## config.mk

```make
export PLATFORM = sky130hd
export DESIGN_NAME = draw_cmd_issuer
export DESIGN_NICKNAME = d
export VERILOG_FILES = /design/src/rtl/draw_cmd_issuer_pkg.sv /design/src/rtl/draw_cmd_issuer_span_normalize.sv /design/src/rtl/draw_cmd_issuer.sv
export SDC_FILE = /design/constraint.sdc
export NUM_CORES = 1
export LEC_CHECK = 0
export BUFFER_PORTS_ARGS = -buffer_cell sky130_fd_sc_hd__buf_2
export CAP_MARGIN = 20
export CORE_MARGIN = 5
export CORE_UTILIZATION = 50
export DETAILED_ROUTE_END_ITERATION = 10
export GPL_ROUTABILITY_DRIVEN = 0
export PLACE_DENSITY = 0.8
export SYNTH_ARGS = -nofsm -noshare
export SYNTH_HDL_FRONTEND = slang
export SYNTH_SLANG_ARGS = --single-unit
export TNS_END_PERCENT = 30
```

## constraint.sdc

```tcl
create_clock -name clk -period 2 [get_ports clk]
set_input_delay 0.1 -clock clk [delete_from_list [all_inputs] [get_ports clk]]
set_output_delay 0.1 -clock clk [all_outputs]
set_load 0.005 [all_outputs]
```

## src/rtl/draw_cmd_issuer_pkg.sv

```systemverilog
// Shared draw-command encoding: word layouts, FSM encoding and default screen limits.
// The painter-side decode imports the same definitions, so both ends agree on field positions.
package draw_cmd_issuer_pkg;

    localparam int DEF_MAX_LINE = 119;
    localparam int DEF_MAX_COL  = 319;

    typedef logic [6:0]  line_t;
    typedef logic [8:0]  col_t;
    typedef logic [2:0]  color_t;
    typedef logic [15:0] word_t;

    typedef enum logic [1:0] {
        ST_IDLE = 2'd0,
        ST_W0   = 2'd1,
        ST_W1   = 2'd2
    } state_t;

    typedef struct packed {
        line_t  top;
        line_t  bottom;
        col_t   left;
        col_t   right;
        color_t color;
    } span_t;

    // W0: {line[15:9], left[8:0]}
    function automatic word_t pack_w0(input line_t line, input col_t left);
        return {line, left};
    endfunction

    // W1: {color[15:13], 4'b0, right[8:0]}
    function automatic word_t pack_w1(input color_t color, input col_t right);
        return {color, 4'b0000, right};
    endfunction

endpackage

```

## src/rtl/draw_cmd_issuer_span_normalize.sv

```systemverilog
// Orders the span corners (top<=bottom, left<=right), then clamps them to the screen limits.
// Purely combinational; the parent registers the result when it accepts a request.
// No handshake of its own.
module span_normalize
    import draw_cmd_issuer_pkg::*;
#(
    parameter int MAX_LINE = DEF_MAX_LINE,
    parameter int MAX_COL  = DEF_MAX_COL
) (
    input  span_t raw,
    output span_t norm
);

    line_t lo_line, hi_line;
    col_t  lo_col,  hi_col;

    always_comb begin
        lo_line = raw.top;
        hi_line = raw.bottom;
        lo_col  = raw.left;
        hi_col  = raw.right;
        if (raw.top > raw.bottom) begin
            lo_line = raw.bottom;
            hi_line = raw.top;
        end
        if (raw.left > raw.right) begin
            lo_col = raw.right;
            hi_col = raw.left;
        end

        // Clamp after swapping so an out-of-range corner cannot reorder the span.
        norm        = raw;
        norm.top    = (lo_line > line_t'(MAX_LINE)) ? line_t'(MAX_LINE) : lo_line;
        norm.bottom = (hi_line > line_t'(MAX_LINE)) ? line_t'(MAX_LINE) : hi_line;
        norm.left   = (lo_col  > col_t'(MAX_COL))   ? col_t'(MAX_COL)   : lo_col;
        norm.right  = (hi_col  > col_t'(MAX_COL))   ? col_t'(MAX_COL)   : hi_col;
    end

endmodule

```

## src/rtl/draw_cmd_issuer.sv

```systemverilog
// Turns a span-fill request into pairs of draw-queue words, one pair per scanline.
// Latency: first word the cycle after accept, then one word per cycle; done one cycle after the last word.
// Backpressure: full stalls the current word in place; abort ends the fill on a pair boundary.
module draw_cmd_issuer
    import draw_cmd_issuer_pkg::*;
#(
    parameter int MAX_LINE = DEF_MAX_LINE,
    parameter int MAX_COL  = DEF_MAX_COL
) (
    input  logic        clk,
    input  logic        reset,
    input  logic        req_valid,
    output logic        req_ready,
    input  logic [6:0]  req_top,
    input  logic [6:0]  req_bottom,
    input  logic [8:0]  req_left,
    input  logic [8:0]  req_right,
    input  logic [2:0]  req_color,
    input  logic        abort,
    input  logic        full,
    output logic        we,
    output logic [15:0] data,
    output logic        busy,
    output logic        done
);

    state_t state;
    span_t  span_q;
    span_t  raw;
    span_t  norm;
    line_t  cur_line;
    logic   abort_pend;
    logic   accept;

    assign raw = '{top: req_top, bottom: req_bottom, left: req_left,
                   right: req_right, color: req_color};

    span_normalize #(
        .MAX_LINE (MAX_LINE),
        .MAX_COL  (MAX_COL)
    ) u_norm (
        .raw  (raw),
        .norm (norm)
    );

    // Holding ready low during the done cycle keeps fills at least one cycle apart.
    assign req_ready = (state == ST_IDLE) && !done;
    assign accept    = req_valid && req_ready;
    assign busy      = (state != ST_IDLE);
    // A W0 with an abort already pending is dropped so a pair is never started.
    assign we        = (((state == ST_W0) && !abort_pend) || (state == ST_W1)) && !full;

    always_comb begin
        data = '0;
        case (state)
            ST_W0:   data = pack_w0(cur_line, span_q.left);
            ST_W1:   data = pack_w1(span_q.color, span_q.right);
            default: data = '0;
        endcase
    end

    always_ff @(posedge clk or negedge reset) begin
        if (!reset) begin
            state      <= ST_IDLE;
            span_q     <= '0;
            cur_line   <= '0;
            abort_pend <= 1'b0;
            done       <= 1'b0;
        end else begin
            done <= 1'b0;
            case (state)
                ST_IDLE: begin
                    abort_pend <= 1'b0;
                    if (accept) begin
                        span_q   <= norm;
                        cur_line <= norm.top;
                        state    <= ST_W0;
                    end
                end
                ST_W0: begin
                    if (abort_pend) begin
                        abort_pend <= 1'b0;
                        done       <= 1'b1;
                        state      <= ST_IDLE;
                    end else begin
                        if (abort) abort_pend <= 1'b1;
                        if (!full) state <= ST_W1;
                    end
                end
                ST_W1: begin
                    if (!full) begin
                        if ((cur_line == span_q.bottom) || abort_pend || abort) begin
                            abort_pend <= 1'b0;
                            done       <= 1'b1;
                            state      <= ST_IDLE;
                        end else begin
                            cur_line <= cur_line + 7'd1;
                            state    <= ST_W0;
                        end
                    end else if (abort) begin
                        abort_pend <= 1'b1;
                    end
                end
                default: state <= ST_IDLE;
            endcase
        end
    end

endmodule

```

==> results of run 1 <==
-- layout by cell type, fill, tap and decap left out, drive strengths merged, types with 3 or more instances in the layout --
cell type	Yosys	routed
dfrtp	39	39
nand4	4	4
nand2	36	36
mux2i	9	9
mux2	3	3
clkbuf	14	6
and3	8	8
buf	4	124
inv	26	26
o211ai	5	5
nand2b	3	3
o31ai	5	5
or2	3	3
o21ai	15	15
a21oi	17	17
or3	4	4
nand3	13	13
a31oi	9	9
xnor2	7	7
nor2	30	30
a211oi	5	5
nand3b	3	3
a221oi	12	12
o32ai	13	13
ha	22	22
nor3	5	5
and2	8	8
a22o	13	13
-- logic make-up (layout without fill, tap and decap cells) --
logic type,after synthesis,after routing
AOI/OAI and AO/OA,109,109
xor gates and xnor gates,7,7
adders and majority gates,22,22
buffers and inverters,44,160
DFF,39,39
muxes,12,12
and+or+nand+nor,130,130
-- layer usage --
layer,up-vias,GRT usage (%)
met5,-,0
li1,1599,-
met1,1544,33.53
met4,0,8.104
met2,114,38.00
met3,13,2.886
-- where the power goes --
part / total (uW) / switching [uW] / internal [uW]
Clock: 511 / 267 / 243
Sequential: 1450 / 288 / 1170
Combinational: 2520 / 1350 / 1180
Total: 4490 / 1900 / 2590
-- per-stage QoR --
step | utilization (%) | power, uW | hold WS, ns | instance area (sq um)
2_1_floorplan | - | 2929 | -0.1956 | 3078
3_3_place_gp | 65.27 | 3809 | 0.2435 | 3887
3_5_place_dp | 65.27 | 3904 | 0.2530 | 3887
4_1_cts | 67.10 | 4440 | 0.0009161 | 3996
5_1_grt | 68.28 | 4882 | 0.01419 | 4066
6_report | 68.28 | 4489 | 0.006046 | 4066
-- cell type report --
| cell class | instances | area [sq um] |
|---|---|---|
| inverter | 26 | 97.59 |
| clock buffer | 6 | 72.57 |
| tap | 75 | 93.84 |
| timing repair buffer | 126 | 815.8 |
| fill | 475 | 1889 |
| clock inverter | 2 | 12.51 |
| multi-input combinational | 280 | 1998 |
| sequential | 39 | 975.9 |
-- flip-flops by register name, indices dropped and copies added, names as in the netlist --
signal      count
abort_pend      1
cur_line        7
done            1
span_q         28
state           2
-- critical path, cell delays in order --
cell,delay [ns]
sky130_fd_sc_hd__buf_2,0.10
sky130_fd_sc_hd__inv_1,0.05
sky130_fd_sc_hd__ha_1,0.30
sky130_fd_sc_hd__a211oi_1,0.31
sky130_fd_sc_hd__o221ai_2,0.16
sky130_fd_sc_hd__or2_1,0.31
sky130_fd_sc_hd__buf_4,0.21
sky130_fd_sc_hd__a221oi_1,0.39
sky130_fd_sc_hd__o32ai_1,0.15
-- worst paths after layout --
kind | startpoint | depth (start not counted) | to
min reg2reg | span_q[1]$_DFFE_PN0P_ | 2 | span_q[1]$_DFFE_PN0P_
min in group asynchronous | reset | 2 | cur_line[1]$_DFFE_PN0P_
max reg2reg | state[0]$_DFFE_PN0P_ | 8 | cur_line[5]$_DFFE_PN0P_
max | req_right[6] | 9 | span_q[15]$_DFFE_PN0P_
max in group asynchronous | reset | 2 | abort_pend$_DFFE_PN0P_
min | req_color[2] | 3 | span_q[2]$_DFFE_PN0P_
-- timing repair --
action | in CTS | in global routing
endpoints found under the setup margin | 12 | 22
setup buffers | 0 | 1
gates cloned | 0 | 0
pin swaps | 0 | 1
endpoints found under the hold margin | 40 | 0
gates resized for setup | 3 | 12
hold buffers | 2 | 0
==> load_flow_metrics.sql, run 1 <==
INSERT INTO impl_metrics (metric_group, metric, value, unit) VALUES
('outcome', 'run_status', 'complete, no violations', ''),
('grt', 'antenna_found_initial', '0', ''),
('yosys', 'synth_edf_count', '0', ''),
('timing', 'fin_ws', '0.06663', 'ns'),
('die', 'rows', '28', ''),
('grt', 'gr-total-overflow', '0', ''),
('min_path', 'type_of_the_tightest_min_delay_check', 'input pin to register', ''),
('yosys', 'synth_top_cell_by_area', 'sky130_fd_sc_hd__dfrtp_1', ''),
('yosys', 'synth_fa_ha_area_share', '8.943', '%'),
('critical_path', 'worst-path-max-fanout', '10', ''),
('die', 'die_area', '7825', 'sq um'),
('timing', 'timing.clock.skew', '0.003783', 'ns'),
('yosys', 'ys_async_sr_fraction', '100.0', '%'),
('grt', 'grt_max_degree', '40', ''),
('die', 'dieWidth', '88.46', 'um'),
('pwr', 'powerDensity', '1104', 'nW/um^2'),
('yosys', 'post_synth_num_cell_types', '56', ''),
('timing', 'timing_worst_slew_pin_value', '0.8365', 'ns'),
('yosys', 'post_synth_and_or_nand_nor_area_fraction', '21.18', '%'),
('timing', 'slew_headroom', '44.23', '%'),
('critical_path', 'critical_path.startpoint_type', 'input pin', ''),
('yosys', 'synth_area_per_cell', '8.479', 'sq um'),
('drt', 'detail_route.wirelength', '8826', 'um'),
('die', 'dieHeight', '88.46', 'um'),
('yosys', 'syn_nets', '425', ''),
('yosys', 'synth_top_cells_by_count', 'sky130_fd_sc_hd__dfrtp_1 (39), sky130_fd_sc_hd__nand2_1 (36), sky130_fd_sc_hd__nor2_1 (30), sky130_fd_sc_hd__inv_1 (26), sky130_fd_sc_hd__ha_1 (22)', ''),
('yosys', 'synth_area', '3078', 'sq um'),
('yosys', 'synth_cells', '363', ''),
('drt', 'num_vias', '3270', ''),
('yosys', 'yosys-mux-area-fraction', '4.146', '%'),
('drt', 'remaining_drc_errors', '0', ''),
('critical_path', 'end_kind', 'register', ''),
('yosys', 'main_combinational_cell_family_by_area_after_synthesis', 'compound AO/OA/AOI/OAI gates', ''),
('timing', 'finalWorstPathRequiredPeriod', '1.933', 'ns'),
('yosys', 'cells_taking_the_most_area_after_synthesis', 'sky130_fd_sc_hd__dfrtp_1 (32%), sky130_fd_sc_hd__ha_1 (8.9%), sky130_fd_sc_hd__nand2_1 (4.4%)', ''),
('clock_network', 'clock_tree_from_tritoncts', 'yes', ''),
('yosys', 'synthMostInstantiatedCell', 'sky130_fd_sc_hd__dfrtp_1', ''),
('yosys', 'proportion_of_synthesized_chip_area_in_sequential_cells', '31.71', '%'),
('drt', 'drt-vias-per-instance', '5.903', ''),
('timing', 'setup-violations-final', '0', ''),
('clock_network', 'clkLatencyLatePin', '0.29', 'ns'),
('yosys', 'ys_warn_count', '0', ''),
('place', 'dp_cells', '543', ''),
('final_layout', 'filler_free_cell_count_of_the_finished_design', '554', ''),
('drt', 'met3_length', '557', 'um'),
('timing', 'max_clock_freq', '0.5172', 'GHz'),
('yosys', 'synth-xor-area-share', '1.992', '%'),
('die', 'pin_count', '60', ''),
('grt', 'grt_first_pass_wirelength', '14860', 'um'),
('clock_network', 'numCtsBuffers', '5', ''),
('die', 'initial_util', '51.68', '%'),
('drt', 'dr.first_iter.drc_count', '288', ''),
('final_layout', 'diodes', '0', ''),
('place', 'portBuffers', '59', ''),
('critical_path', 'r2r_setup_slack', '0.07', 'ns'),
('grt', 'first_global_vias', '3280', ''),
('timing', 'final.period_utilization', '96.67', '%'),
('timing', 'finalHoldViolCount', '0', ''),
('clock_network', 'cts.path.max_buffers', '2', ''),
('drt', 'highest-signal-layer', 'met4', ''),
('grt', 'groute.usage.overall', '23.81', '%'),
('flow_run', 'max_cap_violations', '0', ''),
('pwr', 'irDropWorstVdd', '0.6648', 'mV'),
('timing', 'final_max_slew_viol_count', '0', ''),
('final_layout', 'area.growth.synth_to_final', '32.11', '%'),
('yosys', 'ys_seq_elements', '39', ''),
('critical_path', 'worstPathArrival', '2.09', 'ns'),
('drt', 'm1WireLength', '3961', 'um'),
('critical_path', 'worstSetupPathType', 'input pin to register', ''),
('yosys', 'compound_cell_area_share_of_the_yosys_netlist', '26.50', '%'),
('critical_path', 'data_required_time_at_the_worst_endpoint', '2.16', 'ns');
No activity file was read; power rests on OpenSTA's default activity.
==> run 2: changes to the inputs <==
--- a/config.mk
+++ b/config.mk
@@ -7,6 +7,7 @@
 export LEC_CHECK = 0
 export BUFFER_PORTS_ARGS = -buffer_cell sky130_fd_sc_hd__buf_2
 export CAP_MARGIN = 20
+export CORE_ASPECT_RATIO = 1.75
 export CORE_MARGIN = 5
 export CORE_UTILIZATION = 50
 export DETAILED_ROUTE_END_ITERATION = 10
==> run 2 against run 1 <==
  * Cell count fell by 2.7%
  * Largest cell class unchanged
  * Largest power group unchanged
  * Critical endpoint is now data[2]
  * Maximum frequency rose by 1.5%
  * Global-route usage fell by 1.2 points
  * Sequential share of layout area rose by 1.1 points
  * Via count fell by 0.21%
  * Register-to-register slack improved by 0.05 ns
==> load_flow_metrics.sql, run 2 (synthesized netlist as in run 1, its figures left out) <==
INSERT INTO impl_metrics (metric_group, metric, value, unit) VALUES
('final_layout', 'mostFrequentLayoutCell', 'sky130_fd_sc_hd__buf_2', ''),
('grt', 'antenna_found_initial', '0', ''),
('drt', 'dr.first_iter.drc_count', '166', ''),
('timing', 'finalWorstPathRequiredPeriod', '1.905', 'ns'),
('drt', 'drt-vias-per-instance', '6.054', ''),
('final_layout', 'most-common-layout-cells', 'sky130_fd_sc_hd__buf_2 (59), sky130_fd_sc_hd__buf_4 (45), sky130_fd_sc_hd__dfrtp_1 (39)', ''),
('grt', 'groute.usage.overall', '22.62', '%'),
('final_layout', 'area.growth.synth_to_final', '26.30', '%'),
('pwr', 'sw_frac_of_total', '42.75', '%'),
('critical_path', 'critical_path.startpoint_type', 'register', ''),
('clock_network', 'cts.path.max_buffers', '2', ''),
('grt', 'grtUsageMet1', '21.76', '%'),
('grt', 'grt_use_met3', '3.439', '%'),
('clock_network', 'clock_sink_total', '39', ''),
('pwr', 'irDropWorstVdd', '0.4535', 'mV'),
('timing', 'final_max_slew_viol_count', '0', ''),
('clock_network', 'numCtsBuffers', '5', ''),
('min_path', 'type_of_the_tightest_min_delay_check', 'input pin to register', ''),
('critical_path', 'critical_path_s_slowest_cell', 'sky130_fd_sc_hd__dfrtp_1', ''),
('final_layout', 'fin_nets', '522', ''),
('clock_network', 'clock_tree_from_tritoncts', 'yes', ''),
('pwr', 'power.switching', '1913', 'uW'),
('place', 'dpl.hpwl', '7129', 'um'),
('outcome', 'run_status', 'complete, no violations', ''),
('place', 'portBuffers', '59', ''),
('final_layout', 'layout_top_registers', 'span_q: 28 flops, cur_line: 7 flops, state: 2 flops', ''),
('grt', 'grt_first_pass_wirelength', '14660', 'um'),
('place', 'dp_cells', '528', ''),
('timing', 'grt_setup_unrepaired', 'false', ''),
('critical_path', 'slowest_delay', '0.39', 'ns'),
('final_layout', 'post_route_cells_drive_above_1_share', '28.20', '%'),
('clock_network', 'post-cts-setup-buffers', '0', ''),
('pwr', 'power_frac_clock', '11.9', '%'),
('grt', 'met2_usage', '45.92', '%'),
('timing', 'fin_ws', '0.09511', 'ns'),
('pwr', 'power', '4475', 'uW'),
('die', 'die_area', '7887', 'sq um'),
('critical_path', 'worst-path-max-fanout', '13', ''),
('clock_network', 'ctsHtreeMaxLevel', '2', ''),
('timing', 'slew_headroom', '43.08', '%'),
('clock_network', 'clkLatencyLatePin', '0.30', 'ns'),
('critical_path', 'r2r_setup_slack', '0.12', 'ns'),
('timing', 'fin_tns_setup', '0', 'ns'),
('min_path', 'holdPathEnd', 'span_q[1]$_DFFE_PN0P_', ''),
('critical_path', 'worstPathArrival', '1.80', 'ns'),
('drt', 'num_vias', '3263', ''),
('critical_path', 'critical_path.cell_chain', 'buf_4 -> ha_1 -> and2_2 -> a22o_1 -> buf_2', ''),
('die', 'dieWidth', '69.31', 'um'),
('timing', 'final.period_utilization', '95.24', '%'),
('die', 'initial_util', '51.94', '%'),
('timing', 'timing.clock.skew', '0.008017', 'ns'),
('timing', 'finalHoldViolCount', '0', ''),
('grt', 'top_usage_layer', 'met2', ''),
('drt', 'routedWlPerCell', '16.49', 'um'),
('pwr', 'p_leak', '0.001851', 'uW'),
('timing', 'max_clock_freq', '0.5250', 'GHz'),
('pwr', 'power_report.internal_total', '2562', 'uW'),
('min_path', 'min-delay-start', 'req_color[1]', ''),
('flow_run', 'max_cap_violations', '0', ''),
('timing', 'setup-violations-final', '0', ''),
('drt', 'detailedRoute.firstPassIterationCount', '5', ''),
('pwr', 'combinationalPowerShare', '55.3', '%'),
('critical_path', 'critical_path.reg2reg.endpoint', 'cur_line[6]$_DFFE_PN0P_', ''),
('final_layout', 'largest_register', 'span_q', ''),
('critical_path', 'worstReg2RegStart', 'cur_line[0]$_DFFE_PN0P_', ''),
('grt', 'grt_max_degree', '40', ''),
('clock_network', 'cts_root_buffer', 'sky130_fd_sc_hd__clkbuf_8', ''),
('drt', 'route.antenna.remaining_nets', '0', ''),
('critical_path', 'cp.buffers_inverters', '2', ''),
('critical_path', 'data_required_time_at_the_worst_endpoint', '1.90', 'ns'),
('final_layout', 'largest_register_ff_count', '28', ''),
('final_layout', 'diodes', '0', ''),
('place', 'worst_slack_at_placement', '-0.2052', 'ns'),
('final_layout', 'fillCellCount', '551', ''),
('drt', 'remaining_drc_errors', '0', ''),
('critical_path', 'worstSetupPathType', 'register to primary output', ''),
('min_path', 'min_path_cells', '3', ''),
('critical_path', 'end_kind', 'primary output', ''),
('die', 'rows', '37', ''),
('pwr', 'seq_power_share', '32.8', '%'),
('timing', 'timing_worst_slew_pin_value', '0.8537', 'ns'),
('die', 'dieHeight', '113.8', 'um'),
('clock_network', 'cts.clk_slew.worst_paths', '0.08', 'ns'),
('critical_path', 'cp_top_delay_family', 'flip-flops', ''),
('grt', 'gr-total-overflow', '0', ''),
('die', 'pin_count', '60', ''),
('die', 'core_area', '5926', 'sq um'),
('final_layout', 'filler_free_cell_count_of_the_finished_design', '539', ''),
('pwr', 'powerDensity', '1151', 'nW/um^2'),
('critical_path', 'r2r_cells', '6', ''),
('drt', 'detail_route.wirelength', '8888', 'um'),
('grt', 'first_global_vias', '3319', '');
## run 2: repair_timing
item                       in CTS  in global routing
hold buffers                    3                  0
pin swaps                       0                  1
setup endpoints to repair      12                 13
gates resized for setup         1                  8
hold endpoints to repair       41                  0
## run 2: power by group through the flow
stage          Sequential [uW]  Combinational [uW]  Clock, uW
6_report                  1470                2480        532
5_1_grt                   1520                2750        565
4_1_cts                   1460                2450        545
3_5_place_dp              1480                2420          0
3_3_place_gp              1460                2340          0
2_1_floorplan             1410                1520          0
## run 2: per-layer routing
| metal | part of all wire [%] | vias to the layer above | wire length (um) |
|---|---|---|---|
| met5 | 0 | - | 0 |
| met4 | 3.3 | 0 | 293 |
| met3 | 4.8 | 27 | 429 |
| met2 | 57 | 123 | 5089 |
| met1 | 35 | 1546 | 3075 |
| li1 | - | 1567 | - |
## run 2: cell type report
cell class / count / area, sq um / share of cell area (%)
inverters: 26 / 97.59 / 2.510
clock inverters: 3 / 20.02 / 0.5150
flip-flops and latches: 39 / 975.9 / 25.10
repair buffers: 108 / 674.4 / 17.35
well taps: 78 / 97.59 / 2.510
clock buffers: 5 / 68.82 / 1.770
multi-input cells: 280 / 1953 / 50.24
## run 2: metrics by stage
stage	area [sq um]	hold WS (ns)	util, %
2_1_floorplan	3078	-0.1956	-
3_3_place_gp	3744	0.2396	63.18
3_5_place_dp	3744	0.2557	63.18
4_1_cts	3864	0.002687	65.20
5_1_grt	3887	0.02883	65.60
6_report	3887	0.01740	65.60
## run 2: worst max-delay path by stage
stage	from	to	slack [ns]	depth (start not counted)
finish	state[1]$_DFFE_PN0P_	data[2]	0.1	5
global route	state[0]$_DFFE_PN0P_	data[1]	0.005	7
CTS	state[0]$_DFFE_PN0P_	data[0]	0.07	7
detailed placement	req_bottom[4]	cur_line[1]$_DFFE_PN0P_	-0.21	9
global placement	req_bottom[4]	cur_line[1]$_DFFE_PN0P_	-0.14	9
floorplan	state[0]$_DFFE_PN0P_	cur_line[6]$_DFFE_PN0P_	0.03	7
## run 2: worst register-to-register path: stages, from the launching register on
cell and delay [ns]:
sky130_fd_sc_hd__dfrtp_1 0.47, sky130_fd_sc_hd__ha_1 0.21, sky130_fd_sc_hd__and3_1 0.22, sky130_fd_sc_hd__nand3_1 0.11
sky130_fd_sc_hd__and3_1 0.19, sky130_fd_sc_hd__a31oi_1 0.12, sky130_fd_sc_hd__or3b_2 0.45
==> run 3: changes to the inputs <==
--- a/config.mk
+++ b/config.mk
@@ -5,6 +5,7 @@
 export SDC_FILE = /design/constraint.sdc
 export NUM_CORES = 1
 export LEC_CHECK = 0
+export ABC_AREA = 1
 export BUFFER_PORTS_ARGS = -buffer_cell sky130_fd_sc_hd__buf_2
 export CAP_MARGIN = 20
 export CORE_ASPECT_RATIO = 1.75
@@ -12,6 +13,7 @@
 export CORE_UTILIZATION = 50
 export DETAILED_ROUTE_END_ITERATION = 10
 export GPL_ROUTABILITY_DRIVEN = 0
+export GPL_TIMING_DRIVEN = 0
 export PLACE_DENSITY = 0.8
 export SYNTH_ARGS = -nofsm -noshare
 export SYNTH_HDL_FRONTEND = slang
==> constraint.sdc (replaced) <==
create_clock -name clk -period 2 [get_ports clk]
set_input_delay 0.3 -clock clk [delete_from_list [all_inputs] [get_ports clk]]
set_output_delay 0.3 -clock clk [all_outputs]
set_load 0.005 [all_outputs]
==> run 3 against run 2 <==
  * Sequential power shrank 7%
  * Via count fell by 3.9%
  * First-iteration DRC count grew 9.6%
  * Clock skew fell by 0.0047 ns
  * Synthesized area up 1.7%
  * Critical path type unchanged
  * Clock-buffer cell count grew 1
==> load_flow_metrics.sql, run 3 <==
INSERT INTO impl_metrics (metric_group, metric, value, unit) VALUES
('timing', 'finalWorstPathRequiredPeriod', '1.997', 'ns'),
('clock_network', 'cts_hold_buf', '0', ''),
('yosys', 'post_synth_num_cell_types', '32', ''),
('drt', 'drt-vias-per-instance', '5.166', ''),
('pwr', 'seq_power_share', '27.8', '%'),
('yosys', 'yosys-mux-area-fraction', '0', '%'),
('die', 'dieWidth', '69.80', 'um'),
('final_layout', 'fin_nets', '588', ''),
('yosys', 'synth_area', '3129', 'sq um'),
('yosys', 'cells_taking_the_most_area_after_synthesis', 'sky130_fd_sc_hd__dfrtp_1 (31%), sky130_fd_sc_hd__nand2_1 (14%), sky130_fd_sc_hd__ha_1 (8.8%)', ''),
('timing', 'max_clock_freq', '0.5007', 'GHz'),
('critical_path', 'end_kind', 'primary output', ''),
('grt', 'groute.usage.overall', '21.17', '%'),
('die', 'pin_count', '60', ''),
('final_layout', 'post_route_cells_drive_above_1_share', '22.96', '%'),
('critical_path', 'r2r_cells', '8', ''),
('drt', 'routedWlPerCell', '13.69', 'um'),
('pwr', 'irDropWorstVdd', '0.6582', 'mV'),
('die', 'core_area', '6133', 'sq um'),
('yosys', 'compound_cell_area_share_of_the_yosys_netlist', '15.63', '%'),
('timing', 'final.period_utilization', '99.85', '%'),
('drt', 'detail_route.wirelength', '8308', 'um'),
('clock_network', 'cts.clk_slew.worst_paths', '0.08', 'ns'),
('final_layout', 'largest_register', 'span_q', ''),
('grt', 'first_global_vias', '3178', ''),
('pwr', 'sw_frac_of_total', '42.71', '%'),
('pwr', 'p_leak', '0.002149', 'uW'),
('flow_run', 'max_cap_violations', '0', ''),
('die', 'die_area', '8003', 'sq um'),
('clock_network', 'cts_root_buffer', 'sky130_fd_sc_hd__clkbuf_8', ''),
('yosys', 'main_combinational_cell_family_by_area_after_synthesis', 'simple AND/OR/NAND/NOR gates', ''),
('yosys', 'synth_top_area_share', '31.19', '%'),
('grt', 'grt_max_degree', '40', ''),
('grt', 'antenna_found_initial', '0', ''),
('yosys', 'synth_top_cells_by_count', 'sky130_fd_sc_hd__nand2_1 (117), sky130_fd_sc_hd__inv_1 (69), sky130_fd_sc_hd__nor2_1 (53), sky130_fd_sc_hd__dfrtp_1 (39), sky130_fd_sc_hd__nand3_1 (23)', ''),
('clock_network', 'clkLatencyLatePin', '0.30', 'ns'),
('pwr', 'powerDensity', '1280', 'nW/um^2'),
('clock_network', 'clock_tree_from_tritoncts', 'yes', ''),
('critical_path', 'worst-path-max-fanout', '10', ''),
('drt', 'remaining_drc_errors', '0', ''),
('final_layout', 'diodes', '0', ''),
('clock_network', 'cts.path.max_buffers', '2', ''),
('yosys', 'synth_top_cell_by_area', 'sky130_fd_sc_hd__dfrtp_1', ''),
('drt', 'dr.first_iter.drc_count', '182', ''),
('place', 'dp_cells', '593', ''),
('yosys', 'post_synth_and_or_nand_nor_area_fraction', '30.47', '%'),
('drt', 'route.antenna.remaining_nets', '0', ''),
('timing', 'slew_headroom', '42.20', '%'),
('grt', 'grt_first_pass_wirelength', '13830', 'um'),
('timing', 'finalHoldViolCount', '0', ''),
('outcome', 'run_status', 'complete, no violations', ''),
('grt', 'gr-total-overflow', '0', ''),
('yosys', 'synth-xor-area-share', '2.519', '%'),
('critical_path', 'worstSetupPathType', 'register to primary output', ''),
('critical_path', 'worstPathArrival', '1.70', 'ns'),
('clock_network', 'clock_sink_total', '39', ''),
('yosys', 'ys_async_sr_fraction', '100.0', '%'),
('yosys', 'proportion_of_synthesized_chip_area_in_sequential_cells', '31.19', '%'),
('pwr', 'power_report.internal_total', '2798', 'uW'),
('final_layout', 'largest_register_ff_count', '28', ''),
('critical_path', 'data_required_time_at_the_worst_endpoint', '1.70', 'ns'),
('pwr', 'power_frac_clock', '16.1', '%'),
('drt', 'detailedRoute.firstPassIterationCount', '4', ''),
('die', 'rows', '38', ''),
('timing', 'timing_worst_slew_pin_value', '0.8669', 'ns'),
('yosys', 'syn_nets', '516', ''),
('final_layout', 'filler_free_cell_count_of_the_finished_design', '607', ''),
('critical_path', 'critical_path.startpoint_type', 'register', ''),
('yosys', 'dominantRegCellSynth', 'sky130_fd_sc_hd__dfrtp_1', ''),
('final_layout', 'fillCellCount', '546', ''),
('final_layout', 'layout_top_registers', 'span_q: 28 flops, cur_line: 7 flops, state: 2 flops', ''),
('yosys', 'ys_seq_elements', '39', ''),
('final_layout', 'area.growth.synth_to_final', '21.95', '%'),
('yosys', 'synth_edf_count', '0', ''),
('min_path', 'type_of_the_tightest_min_delay_check', 'input pin to asynchronous set/reset pin', ''),
('place', 'portBuffers', '59', ''),
('pwr', 'combinationalPowerShare', '56.1', '%'),
('timing', 'grt_setup_unrepaired', 'true', ''),
('final_layout', 'most-common-layout-cells', 'sky130_fd_sc_hd__nand2_1 (115), sky130_fd_sc_hd__inv_1 (67), sky130_fd_sc_hd__buf_2 (59)', ''),
('timing', 'final_max_slew_viol_count', '0', ''),
('final_layout', 'mostFrequentLayoutCell', 'sky130_fd_sc_hd__nand2_1', ''),
('pwr', 'power.switching', '2086', 'uW'),
('timing', 'setup-violations-final', '0', ''),
('final_layout', 'postLayoutCoreUtil', '62.22', '%'),
('timing', 'timing.clock.skew', '0.003279', 'ns'),
('clock_network', 'ctsHtreeMaxLevel', '2', ''),
('die', 'dieHeight', '114.7', 'um'),
('yosys', 'synthMostInstantiatedCell', 'sky130_fd_sc_hd__nand2_1', ''),
('yosys', 'synth_area_per_cell', '6.893', 'sq um'),
('place', 'dpl.hpwl', '6386', 'um'),
('yosys', 'synth_cells', '454', ''),
('clock_network', 'numCtsBuffers', '5', ''),
('drt', 'num_vias', '3136', ''),
('yosys', 'ys_warn_count', '0', ''),
('die', 'initial_util', '51.02', '%'),
('yosys', 'synth_fa_ha_area_share', '8.796', '%');
run 3: cell types whose count changed after synthesis, moves of 17 or more:
cell / previous run / this run
sky130_fd_sc_hd__nand2_1: 36 / 117
sky130_fd_sc_hd__inv_1: 26 / 69
sky130_fd_sc_hd__nor2_1: 30 / 53
sky130_fd_sc_hd__o21ai_1: 1 / 18
run 3: cells by family (layout without fill, tap and decap cells):
group / Yosys count / count (layout)
simple gates: 214 / 214
fa+ha+maj: 22 / 22
compound gates: 84 / 84
xor+xnor: 9 / 9
flops: 39 / 39
buf+inv: 86 / 159
run 3: per-stage QoR:
step	worst slack (ns)	hold slack, ns	area [sq um]	setup TNS, ns	power [uW]
floorplan	0.2542	0.004409	3129	0	3004
global placement	-0.2892	0.4380	3525	-2.747	3601
detailed placement	-0.3381	0.4502	3525	-3.615	3709
CTS	0.01453	0.1423	3766	0	4769
global route	-0.03795	0.1874	3816	-0.1280	5282
finish	0.002964	0.1097	3816	0	4884
run 3: final cells by class:
type	count	area (sq um)	share of cell area, %
Timing Repair Buffer	66	360.3	9.443
Sequential cell	39	975.9	25.57
Clock inverter	2	60.06	1.574
Clock buffer	6	72.57	1.902
Inverter	73	277.8	7.279
Multi-Input combinational cell	329	1868	48.95
Buffer	12	101.3	2.656
Tap cell	80	100.1	2.623
run 3: path summary, 6_finish.rpt:
kind | startpoint | endpoint | slack (ns)
setup reg to reg | state[0]$_DFFE_PN0P_ | span_q[19]$_DFFE_PN0P_ | 0.15
hold / removal | reset | cur_line[1]$_DFFE_PN0P_ | 0.11
setup / recovery | state[1]$_DFFE_PN0P_ | data[0] | 0.003
max in group asynchronous | reset | abort_pend$_DFFE_PN0P_ | 1.34
min in group clk | req_color[0] | span_q[0]$_DFFE_PN0P_ | 0.22
hold reg to reg | span_q[1]$_DFFE_PN0P_ | span_q[1]$_DFFE_PN0P_ | 0.50
run 3: per-layer routing:
layer  up-vias  GRT usage, %  part of all wire, %
met5         -             0                    0
met3        26         2.373                  3.8
li1       1573             -                    -
met1      1439         20.39                   36
met4         0         11.13                  4.1
met2        98         42.58                   56
run 3: power groups by stage:
stage	clock network (uW)	logic (uW)	registers, uW
after floorplan	0	1690	1320
after CTS	785	2640	1350
after detailed placement	0	2340	1370
after global routing	828	3070	1390
final	784	2740	1360
after global placement	0	2250	1350
run 3: what timing repair did:
action | in CTS | in global routing
pin swaps | 1 | 2
setup buffers | 5 | 2
resized for setup | 16 | 10
endpoints found under the setup margin | 26 | 28
run 3: critical path: stages (launching register included):
cell	delay (ns)
sky130_fd_sc_hd__dfrtp_1	0.41
sky130_fd_sc_hd__buf_4	0.16
sky130_fd_sc_hd__ha_4	0.18
sky130_fd_sc_hd__clkbuf_8	0.18
sky130_fd_sc_hd__nand2_4	0.11
sky130_fd_sc_hd__o22ai_1	0.21
sky130_fd_sc_hd__buf_2	0.15
